==> config.mk <==
export PLATFORM = sky130hd
export DESIGN_NAME = miriscv_uart_loader
export DESIGN_NICKNAME = d
export VERILOG_FILES = /design/src/rtl/miriscv_loader_pkg.sv /design/src/rtl/miriscv_uart_rx.sv /design/src/rtl/miriscv_uart_loader.sv
export SDC_FILE = /design/constraint.sdc
export NUM_CORES = 1
export LEC_CHECK = 0
export ABC_CLOCK_PERIOD_IN_PS = 5630
export CELL_PAD_IN_SITES_DETAIL_PLACEMENT = 2
export CELL_PAD_IN_SITES_GLOBAL_PLACEMENT = 2
export CORE_ASPECT_RATIO = 0.5
export CORE_MARGIN = 8
export CORE_UTILIZATION = 38
export DETAILED_ROUTE_END_ITERATION = 7
export GPL_TIMING_DRIVEN = 0
export HOLD_SLACK_MARGIN = 0.03
export PLACE_DENSITY = 0.76
export SLEW_MARGIN = 25
export SYNTH_ARGS = -nofsm -noshare
export SYNTH_HDL_FRONTEND = slang
export SYNTH_SLANG_ARGS = --single-unit
==> constraint.sdc <==
create_clock -name clk_i -period 5.63 [get_ports clk_i]
set_input_delay 1.126 -clock clk_i [delete_from_list [all_inputs] [get_ports clk_i]]
set_output_delay 1.126 -clock clk_i [all_outputs]
set_load 0.05 [all_outputs]
==> src/rtl/miriscv_loader_pkg.sv <==
// Shared types for the UART boot loader.
// Loader FSM states, RX states and 8N1 frame constants.
package miriscv_loader_pkg;

    localparam int DATA_BITS = 8;
    localparam int BYTES_PER_WORD = 4;

    typedef enum logic [2:0] {
        LEN_LO,
        LEN_HI,
        DATA,
        WRITE,
        DONE,
        ERROR
    } ld_state_e;

    typedef enum logic [1:0] {
        RX_IDLE,
        RX_START,
        RX_DATA,
        RX_STOP
    } rx_state_e;

endpackage

==> src/rtl/miriscv_uart_rx.sv <==
// 8N1 UART receiver with input synchroniser.
// Emits one-cycle byte_valid_o / frame_err_o pulses at the stop-bit sample.
module miriscv_uart_rx
    import miriscv_loader_pkg::*;
#(
    parameter int CLKS_PER_BIT = 16
) (
    input  logic                 clk_i,
    input  logic                 rst_n_i,
    input  logic                 rx_i,
    output logic [DATA_BITS-1:0] byte_o,
    output logic                 byte_valid_o,
    output logic                 frame_err_o
);

    localparam int CNT_W = $clog2(CLKS_PER_BIT);
    localparam int BIT_W = $clog2(DATA_BITS);
    localparam logic [CNT_W-1:0] HALF = CNT_W'(CLKS_PER_BIT / 2 - 1);
    localparam logic [CNT_W-1:0] FULL = CNT_W'(CLKS_PER_BIT - 1);
    localparam logic [BIT_W-1:0] LAST = BIT_W'(DATA_BITS - 1);

    rx_state_e            state_q, state_d;
    logic [CNT_W-1:0]     cnt_q, cnt_d;
    logic [BIT_W-1:0]     bit_q, bit_d;
    logic [DATA_BITS-1:0] shift_q, shift_d;
    logic                 meta_q, sync_q, prev_q;
    logic                 valid_q, valid_d;
    logic                 ferr_q, ferr_d;

    // Synchroniser, edge history and receiver state registers.
    always_ff @(posedge clk_i or negedge rst_n_i) begin
        if (!rst_n_i) begin
            meta_q  <= 1'b1;
            sync_q  <= 1'b1;
            prev_q  <= 1'b1;
            state_q <= RX_IDLE;
            cnt_q   <= '0;
            bit_q   <= '0;
            shift_q <= '0;
            valid_q <= 1'b0;
            ferr_q  <= 1'b0;
        end else begin
            meta_q  <= rx_i;
            sync_q  <= meta_q;
            prev_q  <= sync_q;
            state_q <= state_d;
            cnt_q   <= cnt_d;
            bit_q   <= bit_d;
            shift_q <= shift_d;
            valid_q <= valid_d;
            ferr_q  <= ferr_d;
        end
    end

    // Bit timing: mid-start check, then one sample per bit period.
    always_comb begin
        state_d = state_q;
        cnt_d   = cnt_q + 1'b1;
        bit_d   = bit_q;
        shift_d = shift_q;
        valid_d = 1'b0;
        ferr_d  = 1'b0;
        unique case (state_q)
            RX_IDLE: begin
                cnt_d = '0;
                if (prev_q && !sync_q) begin
                    state_d = RX_START;
                end
            end
            RX_START: begin
                if (cnt_q == HALF) begin
                    cnt_d   = '0;
                    bit_d   = '0;
                    state_d = sync_q ? RX_IDLE : RX_DATA;
                end
            end
            RX_DATA: begin
                if (cnt_q == FULL) begin
                    cnt_d   = '0;
                    shift_d = {sync_q, shift_q[DATA_BITS-1:1]};
                    if (bit_q == LAST) begin
                        state_d = RX_STOP;
                    end else begin
                        bit_d = bit_q + 1'b1;
                    end
                end
            end
            RX_STOP: begin
                if (cnt_q == FULL) begin
                    cnt_d   = '0;
                    valid_d = sync_q;
                    ferr_d  = !sync_q;
                    state_d = RX_IDLE;
                end
            end
            default: state_d = RX_IDLE;
        endcase
    end

    assign byte_o       = shift_q;
    assign byte_valid_o = valid_q;
    assign frame_err_o  = ferr_q;

endmodule

==> src/rtl/miriscv_uart_loader.sv <==
// Boot loader: UART image -> RAM words, core held in reset until done.
// Image is a 16-bit LE word count followed by that many LE words.
module miriscv_uart_loader
    import miriscv_loader_pkg::*;
#(
    parameter int CLK_FREQ_HZ = 200_000_000,
    parameter int BAUD_RATE   = 115_200,
    parameter int RAM_SIZE    = 512
) (
    input  logic        clk_i,
    input  logic        rst_n_i,
    input  logic        uart_rx_i,
    output logic        mem_we_o,
    output logic [31:0] mem_addr_o,
    output logic [31:0] mem_wdata_o,
    output logic [3:0]  mem_be_o,
    output logic        core_rst_n_o,
    output logic        done_o,
    output logic        err_o
);

    localparam int CLKS_PER_BIT = CLK_FREQ_HZ / BAUD_RATE;
    localparam int IDX_W        = $clog2(RAM_SIZE + 1);

    if (CLKS_PER_BIT < 4) begin : g_baud_chk
        $error("CLKS_PER_BIT must be at least 4");
    end

    logic [1:0]       rst_sync_q;
    logic             rst_n;
    logic [7:0]       rx_byte;
    logic             rx_valid;
    logic             rx_ferr;

    ld_state_e        state_q, state_d;
    logic [15:0]      len_q, len_d;
    logic [15:0]      len_full;
    logic [IDX_W-1:0] idx_q, idx_d;
    logic [1:0]       bcnt_q, bcnt_d;
    logic [23:0]      shift_q, shift_d;
    logic [31:0]      addr_q, addr_d;
    logic [31:0]      wdata_q, wdata_d;
    logic             we_q, done_q, err_q;

    // Reset asserts immediately, releases on a clock edge.
    always_ff @(posedge clk_i or negedge rst_n_i) begin
        if (!rst_n_i) begin
            rst_sync_q <= '0;
        end else begin
            rst_sync_q <= {rst_sync_q[0], 1'b1};
        end
    end

    assign rst_n = rst_sync_q[1];

    miriscv_uart_rx #(
        .CLKS_PER_BIT (CLKS_PER_BIT)
    ) u_rx (
        .clk_i        (clk_i),
        .rst_n_i      (rst_n),
        .rx_i         (uart_rx_i),
        .byte_o       (rx_byte),
        .byte_valid_o (rx_valid),
        .frame_err_o  (rx_ferr)
    );

    // Loader state, word assembly and registered outputs.
    always_ff @(posedge clk_i or negedge rst_n) begin
        if (!rst_n) begin
            state_q <= LEN_LO;
            len_q   <= '0;
            idx_q   <= '0;
            bcnt_q  <= '0;
            shift_q <= '0;
            addr_q  <= '0;
            wdata_q <= '0;
            we_q    <= 1'b0;
            done_q  <= 1'b0;
            err_q   <= 1'b0;
        end else begin
            state_q <= state_d;
            len_q   <= len_d;
            idx_q   <= idx_d;
            bcnt_q  <= bcnt_d;
            shift_q <= shift_d;
            addr_q  <= addr_d;
            wdata_q <= wdata_d;
            we_q    <= (state_d == WRITE);
            done_q  <= (state_d == DONE);
            err_q   <= (state_d == ERROR);
        end
    end

    assign len_full = {rx_byte, len_q[7:0]};

    // Next-state: length header, byte packing, one-cycle write.
    always_comb begin
        state_d = state_q;
        len_d   = len_q;
        idx_d   = idx_q;
        bcnt_d  = bcnt_q;
        shift_d = shift_q;
        addr_d  = addr_q;
        wdata_d = wdata_q;
        unique case (state_q)
            LEN_LO: begin
                if (rx_valid) begin
                    len_d[7:0] = rx_byte;
                    state_d    = LEN_HI;
                end
            end
            LEN_HI: begin
                if (rx_valid) begin
                    len_d = len_full;
                    if ({16'd0, len_full} > 32'(RAM_SIZE)) begin
                        state_d = ERROR;
                    end else if (len_full == 16'd0) begin
                        state_d = DONE;
                    end else begin
                        state_d = DATA;
                    end
                end
            end
            DATA: begin
                if (rx_valid) begin
                    if (bcnt_q == 2'(BYTES_PER_WORD - 1)) begin
                        bcnt_d  = '0;
                        wdata_d = {rx_byte, shift_q};
                        addr_d  = 32'(idx_q) << 2;
                        state_d = WRITE;
                    end else begin
                        bcnt_d  = bcnt_q + 1'b1;
                        shift_d = {rx_byte, shift_q[23:8]};
                    end
                end
            end
            WRITE: begin
                idx_d = idx_q + 1'b1;
                if (32'(idx_q) + 32'd1 == {16'd0, len_q}) begin
                    state_d = DONE;
                end else begin
                    state_d = DATA;
                end
            end
            DONE:    state_d = DONE;
            ERROR:   state_d = ERROR;
            default: state_d = ERROR;
        endcase
        if (rx_ferr && state_q != DONE) begin
            state_d = ERROR;
        end
    end

    assign mem_we_o     = we_q;
    assign mem_addr_o   = addr_q;
    assign mem_wdata_o  = wdata_q;
    assign mem_be_o     = 4'hF;
    assign core_rst_n_o = done_q;
    assign done_o       = done_q;
    assign err_o        = err_q;

endmodule

==> flow_summary.yaml <==
run_status:
  status: "finished, final reports clean"
logic_synthesis:
  synth-edff-count: 0
  postSynthAreaPerCell_um2: 13.0
  synth_seq_cells: 131
  yosysMostFrequentCell: "dfrtp_1"
  synth_seq_area_share_pct: 57.3
  synth_ff_type: "dfrtp_1"
  ys_async_sr_fraction_pct: 100
  post_synth_inst_count: 442
  yosys-top-cells-area: "dfrtp_1 (56%), mux2_2 (17%), buf_4 (3.7%)"
  synth.largest_area_cell: "dfrtp_1"
  synth_commonest_cells: "dfrtp_1 (128), mux2_2 (89), buf_4 (28)"
  synth_top_area_share_pct: 55.9
  yosys_warnings: 0
  yosysUniqueCellTypes: 52
  syn-cell-area_mm2: 0.00573
drt:
  totalWireLength_mm: 15.3
  wl_per_cell_um: 20.5
  drt_iter0_drc: 153
  detail-route-antenna-nets: 0
  vias: 3749
  viasPerCell: 5.02
  first_pass_iters: 4
  drc: 0
setup_path:
  ff2ff_setup_slack_ns: 2.94
  cp-start-kind: "flop"
  r2r_start: "state_q[0]"
  cp_num_buf_inv: 1
  critPathCaptureType: "primary output"
  ff2ff_path_depth: 6
  cp.depth: 1
  path_delay_family: "buffers and inverters"
  crit_path_top_delay_cell: "clkdlybuf4s50_1"
  path_max_fanout: 2
  cp_slowest_stage_delay_ns: 0.87
  critPathKind: "flop to primary output"
  cp.required_ns: 4.50
  reg2reg_to: "shift_q[21]"
  crit_path_cell_trace: "clkdlybuf4s50_1"
  cp.arrival_ns: 1.66
place:
  gp_congestion: 0.711
  port-buffer-count: 48
  dp_hpwl_mm: 9.97
  place_ws_ns: 3.03
power_and_ir_drop:
  p_switching_w: 0.000551
  p_int_w: 0.00168
  vdd_drop_max_mv: 0.194
  sw_frac_of_total_pct: 24.7
  seqPwrFrac_pct: 43.5
  p_clk_share_pct: 49.5
  combPwrFrac_pct: 7.1
  leakage_nw: 3.44
  p_per_area_mw_per_mm2: 310
cells_and_area:
  drive_gt1_share_pct: 30.4
  syn_to_final_growth_pct: 25.7
  final_nets: 544
  n_antenna_cell: 0
sta:
  hold_viol_final: 0
  timing.final.ws_setup_ns: 2.85
  setup_viol: 0
  fmax_mhz: 359
  fin_crit_ns: 2.78
  rsz0062_at_grt: "no"
  drv_slew: 0
  tns_ns: 0
  worst_slew_pin_slew_ns: 0.786
  post-route-period-util_pct: 49.5
  fin_skew_ns: 0.00930
  relSlewSlack_pct: 47.6
clocking:
  post_cts.resized_instances: 0
  cts_sinks: 131
  ctsHoldBuffers: 0
  post-cts-setup-buffers: 0
  cts_tree: "yes"
  cts_root_buf: "clkbuf_16"
  clk-insertion-delay-late_ns: 0.41
  numCtsBuffers: 17
  cts.path.max_buffers: 2
  path_clk_slew_ns: 0.06
  ctsHtreeMaxLevel: 4
floorplan:
  die_area_mm2: 0.0195
  start_util_pct: 39.3
  fp.dieW_um: 190
  ios: 75
  core_area_mm2: 0.0146
  die_height_um: 103
  rows: 31
global_routing:
  grt_max_degree: 52
  grt_usage_pct: 16.7
  grt_remaining_overflow: 0
  grt_pass1_wl_mm: 24.8
  antenna_found_initial: 0
  grt_pass1_vias: 4417
run:
  drv_cap: 0
hold_path:
  hp-class: "flop to async pin"
==> registers in the layout, summed over array words and instances, names as in the netlist, 3 cells and up, named ones only <==
register	cells
mem_wdata_o	32
shift_q	24
len_q	16
u_rx.cnt_q	11
idx_q	10
mem_addr_o	10
u_rx.byte_o	8
state_q	3
u_rx.bit_q	3
==> logic make-up after synthesis <==
| group | after synthesis | synth area share, % |
|---|---|---|
| DFF | 131 | 57.3 |
| and+or+nand+nor | 106 | 10.2 |
| muxes | 95 | 18.7 |
| buffers and inverters | 46 | 4.89 |
| AOI/OAI and AO/OA | 31 | 3.73 |
| xor gates and xnor gates | 26 | 3.97 |
| adders and majority gates | 5 | 1.09 |
| other | 2 | 0.131 |
==> power groups by stage <==
stage | combinational [W] | clock, W | sequential, W
global placement | 0.000131 | 0 | 0.000999
finish | 0.000158 | 0.00110 | 0.000970
CTS | 0.000160 | 0.00113 | 0.000971
floorplan | 0.000115 | 0 | 0.000992
detailed placement | 0.000154 | 0 | 0.000987
global route | 0.000171 | 0.00116 | 0.000973
==> per-stage QoR <==
step / hold slack, ns / total power, W / utilization [%] / cell area [µm²] / std cells
2_1_floorplan: 0.331 / 0.00111 / - / 5830 / 467
3_3_place_gp: 0.336 / 0.00113 / 44.9 / 6550 / 713
3_5_place_dp: 0.327 / 0.00114 / 45.3 / 6610 / 715
4_1_cts: 0.337 / 0.00226 / 49.4 / 7200 / 747
5_1_grt: 0.359 / 0.00230 / 49.4 / 7210 / 747
6_report: 0.316 / 0.00223 / 49.4 / 7210 / 747
==> cell type report <==
class / count / area (µm²)
Buffer: 41 / 262
Clock buffer: 20 / 457
Clock inverter: 12 / 131
Fill cell: 1439 / 7380
Inverter: 5 / 18.8
Multi-Input combinational cell: 290 / 2270
Sequential cell: 131 / 3290
Tap cell: 198 / 248
Timing Repair Buffer: 50 / 536
==> metal layers <==
layer  part of all wire [%]  vias to the layer above  global-route usage, %
li1                       -                     1700                      -
met1                     43                     1961                   19.3
met2                     52                       66                   30.1
met3                    3.2                       22                   3.58
met4                    1.7                        0                   7.04
met5                      0                        -                      0
==> how the worst max path moves through the flow <==
stage / start / to / slack (ns)
global placement: rst_sync_q[1] / core_rst_n_o / 0.16
CTS: mem_wdata_o[20] / mem_wdata_o[20] / 2.80
floorplan: rst_sync_q[1] / async pin / 1.72
detailed placement: state_q[0] / shift_q[15] / 3.03
finish: mem_wdata_o[20] / mem_wdata_o[20] / 2.85
global route: state_q[0] / shift_q[21] / 2.74
==> cell usage in the layout (no fill, tap or decap), types with 3 or more instances in the layout <==
| cell type | netlist | final |
|---|---|---|
| dfrtp_1 | 128 | 127 |
| mux2_2 | 89 | 89 |
| clkdlybuf4s50_1 | 0 | 48 |
| buf_4 | 28 | 28 |
| conb_1 | 2 | 27 |
| nor2_1 | 26 | 26 |
| nand2_1 | 17 | 17 |
| clkbuf_16 | 0 | 17 |
| xnor2_1 | 15 | 15 |
| clkbuf_1 | 11 | 12 |
| xor2_1 | 11 | 11 |
| nand3_1 | 8 | 8 |
| nand4_1 | 8 | 8 |
| o21ai_0 | 8 | 8 |
| nor3_1 | 9 | 8 |
| and3_1 | 5 | 5 |
| inv_1 | 5 | 5 |
| ha_1 | 5 | 5 |
| nor2b_1 | 4 | 4 |
| nand2b_1 | 4 | 4 |
| o211ai_1 | 4 | 4 |
| mux2_1 | 4 | 4 |
| clkinvlp_4 | 0 | 4 |
| or2_2 | 3 | 3 |
| nand3b_1 | 3 | 3 |
| or4_1 | 3 | 3 |
| or3_1 | 3 | 3 |
| a21oi_1 | 3 | 3 |
| nor4_1 | 3 | 3 |
| clkinv_2 | 0 | 3 |
| dfstp_2 | 3 | 3 |
No activity file was read; power rests on OpenSTA's default activity.
